$ cat config.mk
export PLATFORM = sky130hd
export DESIGN_NAME = rv_fetch_wb_master_flat
export DESIGN_NICKNAME = d
export VERILOG_FILES = /design/src/rtl/rv_fetch_wb_master_if.sv /design/src/rtl/rv_fetch_wb_master.sv /design/src/flat_wrapper.sv
export SDC_FILE = /design/constraint.sdc
export NUM_CORES = 1
export LEC_CHECK = 0
export ABC_AREA = 0
export BUFFER_PORTS_ARGS = -buffer_cell sky130_fd_sc_hd__buf_2
export CAP_MARGIN = 30
export CORE_ASPECT_RATIO = 1.2
export CORE_MARGIN = 2
export CORE_UTILIZATION = 43
export CTS_BUF_LIST = sky130_fd_sc_hd__clkbuf_8
export DETAILED_ROUTE_END_ITERATION = 16
export GPL_ROUTABILITY_DRIVEN = 1
export PLACE_DENSITY_LB_ADDON = 0.25
export SYNTH_ARGS = -nofsm -noshare
export SYNTH_HDL_FRONTEND = slang
export SYNTH_SLANG_ARGS = --single-unit
$ cat constraint.sdc
create_clock -name i_clk -period 1.8 [get_ports i_clk]
set_input_delay 0.09 -clock i_clk [delete_from_list [all_inputs] [get_ports i_clk]]
set_output_delay 0.09 -clock i_clk [all_outputs]
set_load 0.02 [all_outputs]
$ cat src/rtl/rv_fetch_wb_master_if.sv
// Wishbone-classic instruction-read bus between the fetch master and its memory slave.
interface rv_fetch_wb_master_if;
   logic        cyc;
   logic        stb;
   logic [31:0] adr;
   logic [3:0]  sel;
   logic [31:0] dat;
   logic        ack;
   logic        err;

   modport master (
      output cyc, stb, adr, sel,
      input  dat, ack, err
   );

   modport slave (
      input  cyc, stb, adr, sel,
      output dat, ack, err
   );
endinterface

$ cat src/rtl/rv_fetch_wb_master.sv
// Fetch-side Wishbone master: one single-word read per request, with flush/discard,
// sticky bus-error flag and a no-ack watchdog.
module rv_fetch_wb_master #(
   parameter  int TIMEOUT_CYCLES = 16,
   localparam int TIMEOUT_W      = $clog2(TIMEOUT_CYCLES + 1)
) (
   input  logic         i_clk,
   input  logic         i_reset,
   input  logic [31:0]  i_addr,
   input  logic         i_req,
   input  logic         i_flush,
   output logic [31:0]  o_instruction,
   output logic         o_data_latch,
   output logic         o_pc_inc,
   output logic         o_busy,
   output logic         o_err,
   rv_fetch_wb_master_if.master wb
);

   localparam logic [1:0] S_IDLE    = 2'd0;
   localparam logic [1:0] S_REQ     = 2'd1;
   localparam logic [1:0] S_DISCARD = 2'd2;

   localparam logic [TIMEOUT_W-1:0] CNT_LAST = TIMEOUT_W'(TIMEOUT_CYCLES - 1);

   logic [1:0]           r_state;
   logic                 r_cyc;
   logic [31:0]          r_adr;
   logic [TIMEOUT_W-1:0] r_cnt;
   logic                 r_err;

   logic                 w_timeout;
   logic [TIMEOUT_W-1:0] w_cnt_next;
   logic                 w_deliver;

   assign w_timeout  = (r_cnt == CNT_LAST);
   assign w_cnt_next = w_timeout ? r_cnt : r_cnt + 1'b1;

   // NOTE: the word is handed over combinationally in the ack cycle; a registered
   // strobe would cost a cycle and arrive after the fetch PC had already moved.
   assign w_deliver = (r_state == S_REQ) & wb.ack & ~wb.err & ~i_flush;

   assign o_instruction = wb.dat;
   assign o_data_latch  = w_deliver;
   assign o_pc_inc      = w_deliver;
   assign o_busy        = (r_state != S_IDLE);
   assign o_err         = r_err;

   assign wb.cyc = r_cyc;
   assign wb.stb = r_cyc;
   assign wb.adr = r_adr;
   assign wb.sel = 4'hF;

   // NOTE: all state uses non-blocking assignments so every branch sees pre-edge values.
   always_ff @(posedge i_clk or posedge i_reset) begin
      if (i_reset) begin
         r_state <= S_IDLE;
         r_cyc   <= 1'b0;
         r_adr   <= '0;
         r_cnt   <= '0;
         r_err   <= 1'b0;
      end else begin
         case (r_state)
            S_IDLE: begin
               // A redirect cycle never issues: i_addr still holds the old PC here.
               if (i_flush) begin
                  r_err <= 1'b0;
               end else if (i_req && !r_err) begin
                  r_adr   <= i_addr & ~32'd3;
                  r_cyc   <= 1'b1;
                  r_cnt   <= '0;
                  r_state <= S_REQ;
               end
            end

            S_REQ: begin
               if (wb.err) begin
                  r_cyc   <= 1'b0;
                  r_err   <= 1'b1;
                  r_state <= S_IDLE;
               end else if (wb.ack) begin
                  r_cyc   <= 1'b0;
                  r_state <= S_IDLE;
                  if (i_flush) begin
                     r_err <= 1'b0;
                  end
               end else if (i_flush) begin
                  // Bus cycle must complete; the outstanding word is dropped later.
                  r_err   <= 1'b0;
                  r_cnt   <= w_cnt_next;
                  r_state <= S_DISCARD;
               end else if (w_timeout) begin
                  r_cyc   <= 1'b0;
                  r_err   <= 1'b1;
                  r_state <= S_IDLE;
               end else begin
                  r_cnt <= w_cnt_next;
               end
            end

            S_DISCARD: begin
               if (wb.err || wb.ack) begin
                  r_cyc   <= 1'b0;
                  r_state <= S_IDLE;
                  if (wb.err) begin
                     r_err <= 1'b1;
                  end
               end else if (w_timeout) begin
                  r_cyc   <= 1'b0;
                  r_err   <= 1'b1;
                  r_state <= S_IDLE;
               end else begin
                  r_cnt <= w_cnt_next;
               end
            end

            default: begin
               r_cyc   <= 1'b0;
               r_state <= S_IDLE;
            end
         endcase
      end
   end

endmodule

$ cat src/flat_wrapper.sv
// flat-port wrapper written by rule: the top's interface ports become plain ports
module rv_fetch_wb_master_flat 
#(
   parameter  int TIMEOUT_CYCLES = 16,
   localparam int TIMEOUT_W      = $clog2(TIMEOUT_CYCLES + 1)
)
  (i_clk, i_reset, i_addr, i_req, i_flush, o_instruction, o_data_latch, o_pc_inc, o_busy, o_err, wb_cyc, wb_stb, wb_adr, wb_sel, wb_dat, wb_ack, wb_err);
  rv_fetch_wb_master_if wb_i ();
  input  logic i_clk;
  input  logic i_reset;
  input  logic [31:0] i_addr;
  input  logic i_req;
  input  logic i_flush;
  output logic [31:0] o_instruction;
  output logic o_data_latch;
  output logic o_pc_inc;
  output logic o_busy;
  output logic o_err;
  output wire logic [$bits(wb_i.cyc)-1:0] wb_cyc;
  output wire logic [$bits(wb_i.stb)-1:0] wb_stb;
  output wire logic [$bits(wb_i.adr)-1:0] wb_adr;
  output wire logic [$bits(wb_i.sel)-1:0] wb_sel;
  input wire logic [$bits(wb_i.dat)-1:0] wb_dat;
  input wire logic [$bits(wb_i.ack)-1:0] wb_ack;
  input wire logic [$bits(wb_i.err)-1:0] wb_err;
  assign wb_cyc = wb_i.cyc;
  assign wb_stb = wb_i.stb;
  assign wb_adr = wb_i.adr;
  assign wb_sel = wb_i.sel;
  assign wb_i.dat = wb_dat;
  assign wb_i.ack = wb_ack;
  assign wb_i.err = wb_err;
  rv_fetch_wb_master #(.TIMEOUT_CYCLES(TIMEOUT_CYCLES)) u_core (.i_clk(i_clk), .i_reset(i_reset), .i_addr(i_addr), .i_req(i_req), .i_flush(i_flush), .o_instruction(o_instruction), .o_data_latch(o_data_latch), .o_pc_inc(o_pc_inc), .o_busy(o_busy), .o_err(o_err), .wb(wb_i));
endmodule
# Word level (Yosys, flattened, before mapping)
# Index checks and enable logic that the tools add are counted.
# W data, S select, Z words.
[op_classes] reduce_logical=11 eq_ne=10 addsub=1 n_bitwise=5 muxes=33
[ops] cell="$mux W5" n=8
[ops] cell="$pmux W5 S3" n=1
[ops] cell="$mux W1" n=14
[ops] cell="$mux W2" n=7
[ops] cell="$ne A2 B2 Y1 const B" n=4
[ops] cell="$pmux W1 S3" n=2
[ops] cell="$pmux W2 S3" n=1
[ops] cell="$reduce_and A3 Y1" n=2
[ops] cell="$reduce_and A6 Y1" n=1
[ops] cell="$add A5 B1 Y5 const B" n=1
[ops] cell="$eq A5 B4 Y1 const B" n=1
[ops] cell="$ne A4 B4 Y1 const B" n=1
[ops] cell="$reduce_and A2 Y1" n=2
[ops] cell="$and A1 B1 Y1" n=3
[ops] cell="$ne A3 B3 Y1 const B" n=1
[ops] cell="$reduce_bool A3 Y1" n=1
[ops] cell="$eq A2 B1 Y1 const B" n=1
[ops] cell="$eq A2 B2 Y1 const B" n=1
[ops] cell="$logic_not A2 Y1" n=1
[ops] cell="$ne A2 B1 Y1 const B" n=1
[ops] cell="$not A1 Y1" n=2
[ops] cell="$reduce_bool A2 Y1" n=1
[ops] cell="$logic_and A1 B1 Y1" n=1
[ops] cell="$logic_not A1 Y1" n=1
[ops] cell="$logic_or A1 B1 Y1" n=1
[totals] register_bits=39 in_bits=70 out_inout_bits=74 word_cells=65

# Depth between registers and ports, before layout
[depth] depth_word=7 depth_mapped=6

# Worst setup path before layout
# No wires, ideal clock.
[synth_path] kind="register -> register" startpoint="reg u_core.r_state[1]" endpoint="reg u_core.r_adr[21] (netlist: u_core.wb.adr[21])" period_less_slack_ns=1.683 t_arrival_ns=1.558 path_stages_with_launch=7 setup_ns=0.125 slack_ns=0.117 cell_sequence="dfrtp_1 -> inv_1 -> ha_1 -> inv_1 -> nor2_2 -> buf_4 -> mux2_2"
[synth_via] elab_chain_cells=2
[synth_lines] element="from (decl)" line="rv_fetch_wb_master.sv:26" text="logic [1:0] r_state;"
[synth_lines] element="from (signal assigned)" line="rv_fetch_wb_master.sv:57" text="r_state <= S_IDLE;"
[synth_lines] element="from (signal assigned)" line="rv_fetch_wb_master.sv:72" text="r_state <= S_REQ;"
[synth_lines] element="from (signal assigned)" line="rv_fetch_wb_master.sv:80" text="r_state <= S_IDLE;"
[synth_lines] element="$logic_not A2 Y1" line="rv_fetch_wb_master.sv:63" text="case (r_state)"
[synth_lines] element="$reduce_and A3 Y1 (no source line)"
[synth_lines] element="to (signal assigned)" line="rv_fetch_wb_master.sv:69" text="r_adr <= i_addr & ~32'd3;"
[synth_lines] element="to (decl)" line="rv_fetch_wb_master.sv:28" text="logic [31:0] r_adr;"
# No other way between the ends.
# A chain may end at the register's enable or synchronous reset.

# Worst setup path in the final report
[layout_path] startpoint="reg u_core.r_state[1]" endpoint="out o_pc_inc"
[layout_via] elab_chain_cells=4
[layout_lines] element="$eq A2 B1 Y1" line="rv_fetch_wb_master.sv:41" text="assign w_deliver = (r_state == S_REQ) & wb.ack & ~wb.err & ~i_flush;"
[layout_lines] element="$and A1 B1 Y1 (3 in series)" line="rv_fetch_wb_master.sv:41"
[layout_lines] element="to (decl)" line="flat_wrapper.sv:16" text="output logic o_pc_inc;"
# No other way between the ends.

==> flow_metrics.env <==
export IMPL_status="finished clean"
export IMPL_synth_edf_count=0
export IMPL_via_per_inst=4.88
export IMPL_track_usage_pct=15.5
export IMPL_synth_top_flop_cell="dfrtp_1"
export IMPL_drv_cap=0
export IMPL_area_growth_pct=14.1
export IMPL_port_buffers=71
export IMPL_cts_tree="yes"
export IMPL_min_period_over_period_pct=93.9
export IMPL_cp_arrival_ns=1.60
export IMPL_setup_viol=0
export IMPL_wl_met1_um=1400
export IMPL_fp_dieArea_um2=5370
export IMPL_fmax_ghz=0.592
export IMPL_drt_initial_drc_count=30
export IMPL_fin_area_um2=2350
export IMPL_cts_root_buffer_cell="clkbuf_8"
export IMPL_wl_met3_um=252
export IMPL_yosys_cell_types_count=33
export IMPL_die_y_um=79.9
export IMPL_dpl_hpwl_um=3020
export IMPL_fillers=445
export IMPL_ys_warn_count=0
export IMPL_period_minus_slack_ns=1.69
export IMPL_netlist_area_um2=2060
export IMPL_end_kind="primary output"
export IMPL_worstHoldStart="i_addr[26]"
export IMPL_nNetsFinal=298
export IMPL_cp_data_required_time_ns=1.71
export IMPL_htreeDepth=2
export IMPL_drive_gt1_share_pct=54.7
export IMPL_clkTransAtPathRegs_ns=0.07
export IMPL_vias=1372
export IMPL_leakage_uw=0.00115
export IMPL_wl_um=3920
export IMPL_seq_area_frac_synth_pct=47.3
export IMPL_antenna_found_initial=0
export IMPL_grt_pass1_wl_um=6200
export IMPL_vdd_drop_max_uv=751
export IMPL_postRouteAntennaNets=0
export IMPL_row_count=27
export IMPL_top_layer_used="met4"
export IMPL_clk_path_buf_depth=2
export IMPL_p_per_area_nw_per_um2=1640
export IMPL_grt_max_degree=40
export IMPL_first_pass_iters=4
export IMPL_finalHoldViolations=0
export IMPL_clock_skew_ns=0.00435
export IMPL_wire_per_inst_um=13.9
export IMPL_crit_start="u_core.r_state[1]"
export IMPL_synth_async_reset_ratio_pct=100
export IMPL_slew_violations=0
export IMPL_antennaDiodeCount=0
export IMPL_initial_core_util_pct=44.9
export IMPL_dr_wl_met2_um=2020
export IMPL_grt_overflow_total=0
export IMPL_io_pins=144
export IMPL_remaining_drc_errors=0
export IMPL_synth_seq_cells=39
export IMPL_clock_latency_ns=0.29
export IMPL_fin_util_pct=51.3
export IMPL_cp_start_kind="flop"
export IMPL_place_area_um2=2250
export IMPL_cts_made_buffers=5
export IMPL_die_x_um=67.3
export IMPL_reg2reg_from="u_core.o_err"
export IMPL_postCtsSetupBuffers=0
export IMPL_synth_cells=175
export IMPL_routabilityCongestion=0.709
export IMPL_crit_type="reg -> out"
export IMPL_hold_path_class="in -> reg"
export IMPL_grt_pass1_vias=1362
export IMPL_core_area_um2=4590
export IMPL_cts_sinks=39
export IMPL_critical_path_max_fanout=5
export IMPL_avgSynthCellArea_um2=11.8
final timing paths:
path                            cells after the start  slack (ns)                end
worst max-delay path                                6        0.11           o_pc_inc
worst min-delay path                                2        0.01  u_core.wb.adr[26]
worst max register to register                      4        0.17    u_core.r_cnt[1]
worst min register to register                      1        0.49  u_core.wb.adr[26]
max in group asynchronous                           4        1.00  u_core.wb.adr[12]
min in group asynchronous                           4        0.46   u_core.wb.adr[8]
metal layers:
metal,GRT usage (%),vias up
met3,3.95,35
met4,13.3,0
met5,0,-
met1,16.1,650
li1,-,648
met2,25.4,39
cells by family (layout without fill, tap and decap cells):
| family | after synthesis | after routing | synth area share (%) |
|---|---|---|---|
| flops | 39 | 39 | 47.3 |
| buf+inv | 50 | 94 | 16.9 |
| fa+ha+maj | 6 | 6 | 3.64 |
| other cells | 2 | 6 | 0.364 |
| compound gates | 22 | 22 | 8.06 |
| mux | 31 | 31 | 16.8 |
| simple gates | 25 | 25 | 6.91 |
worst max-delay path: stages, from the launching register on:
cell and delay (ns):
dfrtp_1 0.42, inv_2 0.10, ha_2 0.19, buf_4 0.13, nor2b_2 0.16, and2_1 0.15, buf_2 0.16
through the flow:
stage	hold WS (ns)	instances	total power [µW]	setup WS [ns]	setup TNS [ns]
2_1_floorplan	0.225	179	2840	0.117	0
3_3_place_gp	0.180	272	3300	0.138	0
3_5_place_dp	0.180	272	3340	0.130	0
4_1_cts	0.00894	281	3920	0.0123	0
5_1_grt	0.0131	281	4140	-0.00403	-0.00403
6_report	0.0139	281	3860	0.110	0
power breakdown:
group          switching [µW]  internal (µW)
Sequential                189           1260
Combinational            1050            799
Clock                     294            265
registers in the layout, summed over array words and instances (netlist names):
name and flops:
u_core.r_state 2, u_core.wb.cyc 1, u_core.r_cnt 5, u_core.wb.adr 30, u_core.o_err 1
layout make-up:
type                    count  area (µm²)  share of cell area (%)
clock buffers               5        68.8                    2.92
repair buffers             79         430                    18.3
multi-input cells          90         764                    32.5
well taps                  58        72.6                    3.08
clock inverters             3        16.3                   0.691
inverters                   7        26.3                    1.12
flip-flops and latches     39         976                    41.4
cells in the mapped netlist, drive strengths merged (2+ instances only):
master	count	share of area (%)
o211ai	3	1.1
conb	2	0.36
inv	7	1.3
nand2	6	1.1
and3	2	0.61
nand3	6	1.7
o22ai	2	0.91
mux2	30	16
a21oi	6	1.5
buf	43	16
dfrtp	39	47
nor2	2	0.48
nor2b	2	0.61
ha	6	3.6
o21ai	2	0.48
o21a	3	1.1
nor3	2	0.48
cells in the final DEF (no fill, tap or decap), types with 2 or more instances in the layout:
cell type | synthesis | layout
conb_1 | 2 | 6
and3_1 | 2 | 2
buf_2 | 0 | 71
o21ai_0 | 2 | 2
nand2_1 | 6 | 6
o211ai_1 | 3 | 3
buf_4 | 43 | 6
a21oi_1 | 6 | 6
dfrtp_1 | 39 | 39
mux2_1 | 2 | 2
ha_1 | 6 | 5
o21a_1 | 3 | 3
inv_1 | 7 | 7
nor3_1 | 2 | 2
mux2_2 | 28 | 28
nand3_1 | 5 | 5
clkbuf_8 | 0 | 5
what timing repair did:
item / 4_1_cts / 5_1_grt
hold buffers: 1 / 0
gates resized for setup: 0 / 4
hold endpoints to repair: 39 / 0
setup endpoints to repair: 0 / 5
Note: power is estimated with default switching activity, not from simulation.
